**src/rtl/glitch_pkg.sv**
```systemverilog
// Shared types and default timing for the clock-glitch sweep controller.
// Delay values are in target clock cycles; timeouts are in fabric clk cycles.
package glitch_pkg;

   typedef logic [31:0] delay_t;

   typedef enum logic [2:0] {
      HARD_RST,
      SOFT_RST,
      WAIT_RST,
      LOAD,
      ARM_TRIG,
      ARM_SUCC,
      DONE
   } state_t;

   localparam delay_t DEF_DELAY_START     = 32'd0;
   localparam delay_t DEF_DELAY_STEP      = 32'd1;
   localparam delay_t DEF_DELAY_MAX       = 32'd1000;
   localparam delay_t DEF_RESET_WAIT      = 32'd4800000;
   localparam delay_t DEF_TRIG_TIMEOUT    = 32'd9600000;
   localparam delay_t DEF_SUCCESS_TIMEOUT = 32'd480000;

   // Next sweep point; wraps to start past the top of the range or on 32-bit carry.
   function automatic delay_t next_delay(input delay_t cur, input delay_t step,
                                         input delay_t start, input delay_t dmax);
      logic [32:0] sum;
      sum = {1'b0, cur} + {1'b0, step};
      if (sum[32] || (sum[31:0] > dmax))
         return start;
      return sum[31:0];
   endfunction

endpackage

```
**src/rtl/timeout_counter.sv**
```systemverilog
// Shared 32-bit cycle counter; done goes high once limit cycles have elapsed
// since the last clear. A limit of 0 behaves like 1.
module timeout_counter
   import glitch_pkg::*;
(
   input  logic        clk,
   input  logic        rst,
   input  logic        clear,
   input  logic        enable,
   input  logic [31:0] limit,
   output logic        done
);

   delay_t count;
   delay_t last;

   assign last = (limit == 32'd0) ? 32'd0 : limit - 32'd1;
   assign done = (count >= last);

   // NOTE: sequential state uses non-blocking assignments so every flop samples pre-edge values.
   always_ff @(posedge clk) begin
      if (!rst)
         count <= '0;
      else if (clear)
         count <= '0;
      else if (enable && !done)
         count <= count + 32'd1;
   end

endmodule

```
**src/rtl/glitch_sweep_controller.sv**
```systemverilog
// Sweep sequencer: reset target, load delay, wait for trigger, wait for success,
// then step the delay and retry until the glitch lands.
module glitch_sweep_controller
   import glitch_pkg::*;
#(
   parameter logic [31:0] DELAY_START     = DEF_DELAY_START,
   parameter logic [31:0] DELAY_STEP      = DEF_DELAY_STEP,
   parameter logic [31:0] DELAY_MAX       = DEF_DELAY_MAX,
   parameter logic [31:0] RESET_WAIT      = DEF_RESET_WAIT,
   parameter logic [31:0] TRIG_TIMEOUT    = DEF_TRIG_TIMEOUT,
   parameter logic [31:0] SUCCESS_TIMEOUT = DEF_SUCCESS_TIMEOUT
)(
   input  logic        clk,
   input  logic        rst,
   input  logic        trigger,
   input  logic        success,
   output logic [31:0] delay,
   output logic        set_delay,
   output logic        trigger_arm,
   output logic        success_arm,
   output logic        target_soft_reset,
   output logic        target_hard_reset,
   output logic        found
);

   state_t      state;
   logic [31:0] limit;
   logic        cnt_clear;
   logic        cnt_enable;
   logic        cnt_done;

   // NOTE: every always_comb output gets a default first so no latch is inferred.
   always_comb begin
      limit      = SUCCESS_TIMEOUT;
      cnt_enable = state inside {WAIT_RST, ARM_TRIG, ARM_SUCC};
      cnt_clear  = !cnt_enable || ((state == ARM_TRIG) && trigger);
      case (state)
         WAIT_RST: limit = RESET_WAIT;
         ARM_TRIG: limit = TRIG_TIMEOUT;
         default:  limit = SUCCESS_TIMEOUT;
      endcase
   end

   timeout_counter u_timeout (
      .clk    (clk),
      .rst    (rst),
      .clear  (cnt_clear),
      .enable (cnt_enable),
      .limit  (limit),
      .done   (cnt_done)
   );

   always_ff @(posedge clk) begin
      if (!rst) begin
         state             <= HARD_RST;
         delay             <= DELAY_START;
         set_delay         <= 1'b0;
         trigger_arm       <= 1'b0;
         success_arm       <= 1'b0;
         target_soft_reset <= 1'b0;
         target_hard_reset <= 1'b0;
         found             <= 1'b0;
      end else begin
         // Outputs mirror the state one cycle late, so they rise after entry and fall after exit.
         set_delay         <= (state == LOAD);
         trigger_arm       <= (state == ARM_TRIG);
         success_arm       <= (state == ARM_SUCC);
         target_soft_reset <= (state == SOFT_RST);
         target_hard_reset <= (state == HARD_RST);
         found             <= found | (state == DONE);

         case (state)
            HARD_RST, SOFT_RST: state <= WAIT_RST;
            WAIT_RST:           if (cnt_done) state <= LOAD;
            LOAD:               state <= ARM_TRIG;
            ARM_TRIG: begin
               if (trigger)
                  state <= ARM_SUCC;
               else if (cnt_done)
                  state <= HARD_RST;
            end
            ARM_SUCC: begin
               if (success)
                  state <= DONE;
               else if (cnt_done) begin
                  delay <= next_delay(delay, DELAY_STEP, DELAY_START, DELAY_MAX);
                  state <= SOFT_RST;
               end
            end
            DONE:               state <= DONE;
            default:            state <= HARD_RST;
         endcase
      end
   end

endmodule

```
**config.mk**
```make
export PLATFORM = sky130hd
export DESIGN_NAME = glitch_sweep_controller
export DESIGN_NICKNAME = d
export VERILOG_FILES = /design/src/rtl/glitch_pkg.sv /design/src/rtl/timeout_counter.sv /design/src/rtl/glitch_sweep_controller.sv
export SDC_FILE = /design/constraint.sdc
export NUM_CORES = 1
export LEC_CHECK = 0
export ABC_AREA = 1
export CAP_MARGIN = 0
export CORE_UTILIZATION = 58
export CTS_CLUSTER_SIZE = 24
export DETAILED_ROUTE_END_ITERATION = 10
export DONT_BUFFER_PORTS = 1
export GPL_TIMING_DRIVEN = 0
export PLACE_DENSITY = 0.76
export SYNTH_ARGS = -nofsm -noshare
export SYNTH_HDL_FRONTEND = slang
export SYNTH_SLANG_ARGS = --single-unit
```
**constraint.sdc**
```tcl
create_clock -name clk -period 2.4 [get_ports clk]
set_input_delay 0.72 -clock clk [delete_from_list [all_inputs] [get_ports clk]]
set_output_delay 0.72 -clock clk [all_outputs]
set_load 0.01 [all_outputs]
```
**Word-level counts from Yosys, hierarchy flattened**

Cells that the tools add are included.
W data, S select, Z words.

- Add/subtract/negate cells: 3
- Order comparisons: 2
- Equal/unequal tests: 9
- Multiplexer cells: 15
- Bitwise logic cells: 3
- Reduce and logical (&&, ||, !) cells: 13

Operator list:

| cell | number |
|---|---|
| $mux W32 | 3 |
| $pmux W24 S2 | 1 |
| $add A32 B1 Y33 const B | 1 |
| $add A32 B1 Y32 const B | 1 |
| $ge A32 B32 Y1 | 1 |
| $gt A32 B10 Y1 const B | 1 |
| $logic_not A32 Y1 | 1 |
| $sub A24 B1 Y25 const B | 1 |
| $pmux W3 S6 | 1 |
| $mux W3 | 5 |
| $eq A3 B3 Y1 const B | 3 |
| $eq A3 B2 Y1 const B | 2 |
| $ne A3 B2 Y1 const B | 2 |
| $reduce_and A3 Y1 | 2 |
| $mux W1 | 5 |
| $reduce_or A2 Y1 | 2 |
| $eq A3 B1 Y1 const B | 1 |
| $logic_not A3 Y1 | 1 |
| $reduce_bool A3 Y1 | 1 |
| $logic_and A1 B1 Y1 | 2 |
| $logic_not A1 Y1 | 2 |
| $logic_or A1 B1 Y1 | 2 |
| $ne A2 B1 Y1 const B | 1 |
| $not A1 Y1 | 2 |
| $or A1 B1 Y1 | 1 |

- Flip-flop bits (word level): 73
- Input bits: 4
- Output and inout port bits: 38
- Word-level logic and storage cells: 54

**Longest topological paths before layout**

Gate-level depths: netlist (run 1).

- Depth in word-level cells: 10
- Depth in mapped cells: 17
- Mapped depth without buffers: 17

**Hierarchy**

From an unflattened synthesis (run 1), not the netlist that was laid out.

- Cell total of the unflattened synthesis: 1114
- Area, all modules: 6595.1 um^2

By module, submodules not included:

| module | instances | cells an instance | area an instance (um^2) | seq. area each (um^2) |
|---|---|---|---|---|
| timeout_counter | 1 | 693 | 4038.9 | 640.6 |
| glitch_sweep_controller | 1 | 421 | 2556.2 | 820.8 |

**Least setup slack after synthesis (run 1)**

OpenSTA, ideal clock, no wires.

- Path type: reg-to-reg
- Start point: register state[0]
- End point: register delay[3]
- Setup time: 0.070 ns
- Arrival time: 2.244 ns
- Data required time: 2.330 ns
- Setup slack: 0.085 ns
- Cell stages (with the launch flop): 15
- Path buffers: 1
- Period minus slack after synthesis: 2.315 ns
- Cell sequence: dfxtp_1 > nor2_1 > inv_1 > nor2_1 > inv_1 > ha_1 > nand2_1 > inv_1 > nand3_1 > nor4_1 > nand2_1 > a21boi_2 > buf_2 > nand4_1 > a21oi_1

- Word-level cells in the longest chain between the ends: 6
- Elaborated cells between the ends (all ways): 9
- Those cells by class: 1 x add/sub; 1 x order compare; 3 x eq/ne; 2 x mux; 2 x reduce/logical

Ends and longest elaborated chain:

| element | RTL line | RTL |
|---|---|---|
| start: declaration | glitch_sweep_controller.sv:26 | `state_t state;` |
| start signal: assignment | glitch_sweep_controller.sv:55 | `state <= HARD_RST;` |
| start signal: assignment | glitch_sweep_controller.sv:73 | `HARD_RST, SOFT_RST: state <= WAIT_RST;` |
| start signal: assignment | glitch_sweep_controller.sv:74 | `WAIT_RST: if (cnt_done) state <= LOAD;` |
| $eq A3 B3 Y1 / $eq A3 B2 Y1 (equally long branches) | glitch_sweep_controller.sv:37 | `case (state)` |
| $pmux W24 S2 | glitch_sweep_controller.sv:37 |  |
| $sub A24 B1 Y25 / $logic_not A32 Y1 (equally long branches) | timeout_counter.sv:17 | `assign last = (limit == 32'd0) ? 32'd0 : limit - 32'd1;` |
| $mux W32 | timeout_counter.sv:17 |  |
| $ge A32 B32 Y1 | timeout_counter.sv:18 | `assign done = (count >= last);` |
| $reduce_and A3 Y1 (no source line) * | - |  |
| end signal: assignment | glitch_sweep_controller.sv:86 | `delay <= next_delay(delay, DELAY_STEP, DELAY_START, DELAY_MAX);` |
| end: declaration | glitch_sweep_controller.sv:17 | `output logic [31:0] delay,` |

Mark *: on every way between the ends. The rest lies on a longest branch, timed or not.
A chain may end at the register's enable or synchronous reset.

**Final worst setup path (run 1)**

- Start point: register state[2]
- End point: register delay[0]

The elaborated chain is that of the path after synthesis.

==> metrics.log, run 1 <==
INFO  metric layoutNonFillerInstCount = 836
INFO  metric initial_utilization = 61.2%
INFO  metric design.portCount = 42
INFO  metric htree_num_levels = 3
INFO  metric yosys.area_share.adder = 4.44%
INFO  metric hpwlAfterDp = 9.14 mm
INFO  metric fin_crit_sh = 109%
INFO  metric layout.filler_cells = 584
INFO  metric detail_route.wl_per_cell = 16.4 um
INFO  metric finalHoldViolations = 0
INFO  metric worst_path_largest_cell_delay = 0.39 ns
INFO  metric worst_skew_pair.late_latency = 0.35 ns
INFO  metric initial_antenna_violation_count = 0
INFO  metric floorplan.die_area = 8140 um^2
INFO  metric power.leakage = 0.00198 uW
INFO  metric arrival = 2.89 ns
INFO  metric detail_route.wirelength = 13.7 mm
INFO  metric cp.required = 2.67 ns
INFO  metric netlist_instances = 698
INFO  metric die_w = 90.2 um
INFO  metric ant_nets = 0
INFO  metric power_per_cell_area = 705 nW/um^2
INFO  metric yosys.cell_types.count = 32
INFO  metric synthXorXnorAreaFrac = 2.33%
INFO  metric detail_route.iter0.violations = 478
INFO  metric timing.fmax = 383 MHz
INFO  metric yosysSeqAreaShare = 32.4%
INFO  metric tritoncts_num_sinks = 73
INFO  metric first_pass_iters = 5
INFO  metric relSlewSlack = 66.1%
INFO  metric first_global_vias = 4439
INFO  metric grt.total_usage = 31.6%
INFO  metric flip_flop_and_latch_count_after_synthesis = 73
INFO  metric largest_fanout_on_the_critical_path = 7
INFO  metric cts_tree = yes
INFO  metric placeableCoreArea = 7370 um^2
INFO  metric cts_inserted_buffers = 9
INFO  metric antennaDiodeCount = 0
INFO  metric layout_area_growth_over_synthesis = 20.3%
INFO  metric min_tclk_post_route = 2.61 ns
INFO  metric path_clk_slew = 0.08 ns
INFO  metric avgSynthCellArea = 6.47 um^2
INFO  metric remaining_drc_errors = 0
INFO  metric main_combinational_cell_family_by_area_after_synthesis = simple AND/OR/NAND/NOR gates
INFO  metric yosys.area_share.simple = 44.0%
INFO  metric grt_pass1_wl = 20.8 mm
INFO  metric setup.worst_path.start = state[2]
INFO  metric grt_remaining_overflow = 0
INFO  metric synth.cell_area = 4510 um^2
INFO  metric final_layout_size_suffix_gt1_share = 20.4%
INFO  metric io_buffers = 0
INFO  metric numPlacedInstances = 797
INFO  metric run_status = complete, but fails checks
INFO  metric num_vias = 4892
INFO  metric timing.critical_path.to_type = flip-flop
INFO  metric muxShareOfSynthArea = 0%
INFO  metric cap_violations = 0
INFO  metric hp-start = u_timeout.count[31]
INFO  metric layout.nets = 755
INFO  metric synth_compound_area_share = 7.96%
INFO  metric slew_violations = 0
INFO  metric clock_tree.buffer_depth = 2
INFO  metric r2r-start = state[2]
INFO  metric worstMarginPinSlew = 0.506 ns
INFO  metric failing_checks = setup timing
INFO  metric worstSetupPathType = flip-flop to flip-flop
INFO  metric avgViaCountPerCell = 5.85
INFO  metric preCtsSetupSlack = -0.589 ns
INFO  metric ir_worst_vdd = 423 uV
INFO  metric cp_cell_sequence = nor3_4 -> buf_4 -> inv_2 -> ha_1 -> nand2_2 -> inv_2 -> nand3_4 -> nor4_4 -> nand2_4 -> a21boi_4 -> buf_12 -> buf_6 -> nand3_1 -> a21oi_1
INFO  metric syn-num-nets = 718
INFO  metric holdCritPathClass = flip-flop to flip-flop
INFO  metric clock_tree.root_cell = sky130_fd_sc_hd__clkbuf_8
INFO  metric rsz_0062_raised_after_global_routing = yes
INFO  metric gp_congestion = 0.954
INFO  metric cp-start-kind = flip-flop
INFO  metric cts_hold_buffers = 0
INFO  metric rows = 31
INFO  metric fin_worst_skew = 0.0128 ns
INFO  metric yosysWarningCount = 0
INFO  metric setup-violations-final = 59
INFO  metric grt_start_max_net_pins = 11
INFO  metric die-height = 90.2 um
INFO  metric cpMaxStageDelayCell = sky130_fd_sc_hd__dfxtp_4
INFO  metric cp_common_cell = sky130_fd_sc_hd__inv_2
INFO  metric setup_ws = -0.214 ns
-- per-layer routing --
layer | up-vias | GRT usage [%] | share of wire, % | routed length, um
li1 | 2331 | - | - | -
met1 | 2248 | 43.9 | 44 | 5970
met2 | 264 | 47.6 | 44 | 6040
met3 | 49 | 5.67 | 9.0 | 1240
met4 | 0 | 14.5 | 3.4 | 463
met5 | - | 0 | 0 | 0
-- critical path, delay by kind of cell, from the launching register on --
family          cells  cell delay [ns]
buf+inv             5             0.56
simple gates        6             0.92
fa+ha+maj           1             0.30
flops               1             0.39
compound gates      2             0.34
-- path summary, 6_finish.rpt --
check / end / slack (ns) / cells past startpoint
hold / removal: u_timeout.count[31] / 0.43 / 2
setup reg to reg: delay[0] / -0.21 / 14
setup / recovery: delay[0] / -0.21 / 14
hold reg to reg: u_timeout.count[31] / 0.43 / 2
-- placed cells by master, fill, tap and decap left out, types with 8 or more instances in the layout --
cell	netlist	final
sky130_fd_sc_hd__a21oi_2	1	12
sky130_fd_sc_hd__nor2_4	8	13
sky130_fd_sc_hd__nor2_2	12	13
sky130_fd_sc_hd__nand3_2	5	8
sky130_fd_sc_hd__inv_1	86	78
sky130_fd_sc_hd__buf_6	0	9
sky130_fd_sc_hd__nand2_2	10	15
sky130_fd_sc_hd__buf_4	0	16
sky130_fd_sc_hd__nand3_1	43	39
sky130_fd_sc_hd__o21ai_0	20	11
sky130_fd_sc_hd__inv_2	6	11
sky130_fd_sc_hd__xor2_1	9	9
sky130_fd_sc_hd__nand2_1	187	178
sky130_fd_sc_hd__clkbuf_8	0	10
sky130_fd_sc_hd__dfxtp_1	73	69
sky130_fd_sc_hd__nor3_1	38	35
sky130_fd_sc_hd__nand4_1	23	23
sky130_fd_sc_hd__nor2_1	84	78
sky130_fd_sc_hd__a21oi_1	38	27
sky130_fd_sc_hd__ha_1	16	10
-- where the power goes --
group	switching (uW)	internal [uW]	leakage, uW	total [uW]
logic	925	726	0.00131	1650
registers	77.2	1270	0.000591	1350
clock network	443	386	0.0000782	830
-- sequential cells by signal, indices dropped and copies added, names as in the netlist --
register           cells
delay                 32
found                  1
set_delay              1
state                  3
success_arm            1
target_hard_reset      1
target_soft_reset      1
trigger_arm            1
u_timeout.count       32
-- cell families after synthesis --
logic type | Yosys count
flops | 73
compound gates | 67
fa+ha+maj | 16
xor+xnor | 12
buf+inv | 104
simple gates | 425
other cells | 1
-- cell usage after synthesis, drive strengths merged --
| cell type | n | area share [%] |
|---|---|---|
| a211oi | 1 | 0.17 |
| a21boi | 1 | 0.25 |
| a21oi | 39 | 4.4 |
| a31oi | 3 | 0.42 |
| and2 | 1 | 0.14 |
| buf | 6 | 0.67 |
| clkbuf | 5 | 0.42 |
| clkinv | 1 | 0.083 |
| conb | 1 | 0.083 |
| dfxtp | 73 | 32 |
| ha | 16 | 4.4 |
| inv | 92 | 7.7 |
| nand2 | 198 | 17 |
| nand3 | 48 | 5.9 |
| nand4 | 23 | 3.2 |
| nor2 | 106 | 12 |
| nor3 | 41 | 4.9 |
| nor3b | 3 | 0.50 |
| nor4 | 5 | 0.69 |
| o21a | 3 | 0.50 |
| o21ai | 20 | 2.2 |
| xnor2 | 3 | 0.58 |
| xor2 | 9 | 1.7 |
-- through the flow --
stage               TNS, ns  power, uW  hold slack [ns]  instance area [um^2]  utilization, %
detailed placement   -24.84       2100            0.420                  4640            62.9
CTS                 -0.0209       3420            0.430                  5170            70.2
global route         -12.39       3990            0.465                  5430            73.7
floorplan                 0       1890            0.408                  4510               -
global placement     -19.37       2060            0.416                  4640            62.9
finish                -8.32       3830            0.428                  5430            73.7
-- cell type report --
cell class / instances / area (um^2) / area share (%)
sequential: 73 / 1470 / 27.1
clock inverter: 1 / 5.00 / 0.0921
clock buffer: 12 / 145 / 2.67
timing repair buffer: 26 / 268 / 4.93
inverter: 93 / 362 / 6.66
tap: 99 / 124 / 2.28
buffer: 11 / 95.1 / 1.75
multi-input combinational: 521 / 2960 / 54.5
-- timing repair --
item                                    4_1_cts  5_1_grt
pin swaps                                    17       19
endpoints found under the setup margin       59       66
cloned                                        2        0
gates resized for setup                      52       63
buffers inserted                             19        6
hold endpoints to repair                      0        0
Note: power is estimated with default switching activity, not from simulation.
==> run 2: changes to the inputs <==
--- a/config.mk
+++ b/config.mk
@@ -13,6 +13,7 @@
 export DONT_BUFFER_PORTS = 1
 export GPL_TIMING_DRIVEN = 0
 export PLACE_DENSITY = 0.76
+export SLEW_MARGIN = 20
 export SYNTH_ARGS = -nofsm -noshare
 export SYNTH_HDL_FRONTEND = slang
 export SYNTH_SLANG_ARGS = --single-unit
==> constraint.sdc (replaced) <==
create_clock -name clk -period 2.4 [get_ports clk]
set_input_delay 0.24 -clock clk [delete_from_list [all_inputs] [get_ports clk]]
set_output_delay 0.24 -clock clk [all_outputs]
set_load 0.01 [all_outputs]
==> results of run 2 <==
The final DEF is identical to that of run 1. Status: complete, but fails checks: setup timing.
Among the figures that moved: hold slack 0.428 ns -> 0.0399 ns; end point of the worst hold path u_timeout.count[31] -> state[0]
==> run 3: changes to the inputs <==
--- a/config.mk
+++ b/config.mk
@@ -8,7 +8,6 @@
 export ABC_AREA = 1
 export CAP_MARGIN = 0
 export CORE_UTILIZATION = 58
-export CTS_CLUSTER_SIZE = 24
 export DETAILED_ROUTE_END_ITERATION = 10
 export DONT_BUFFER_PORTS = 1
 export GPL_TIMING_DRIVEN = 0
==> results of run 3 <==
The final DEF is identical to that of run 1. Status: complete, but fails checks: setup timing.
Among the figures that moved: hold slack 0.428 ns -> 0.0399 ns; end point of the worst hold path u_timeout.count[31] -> state[0]
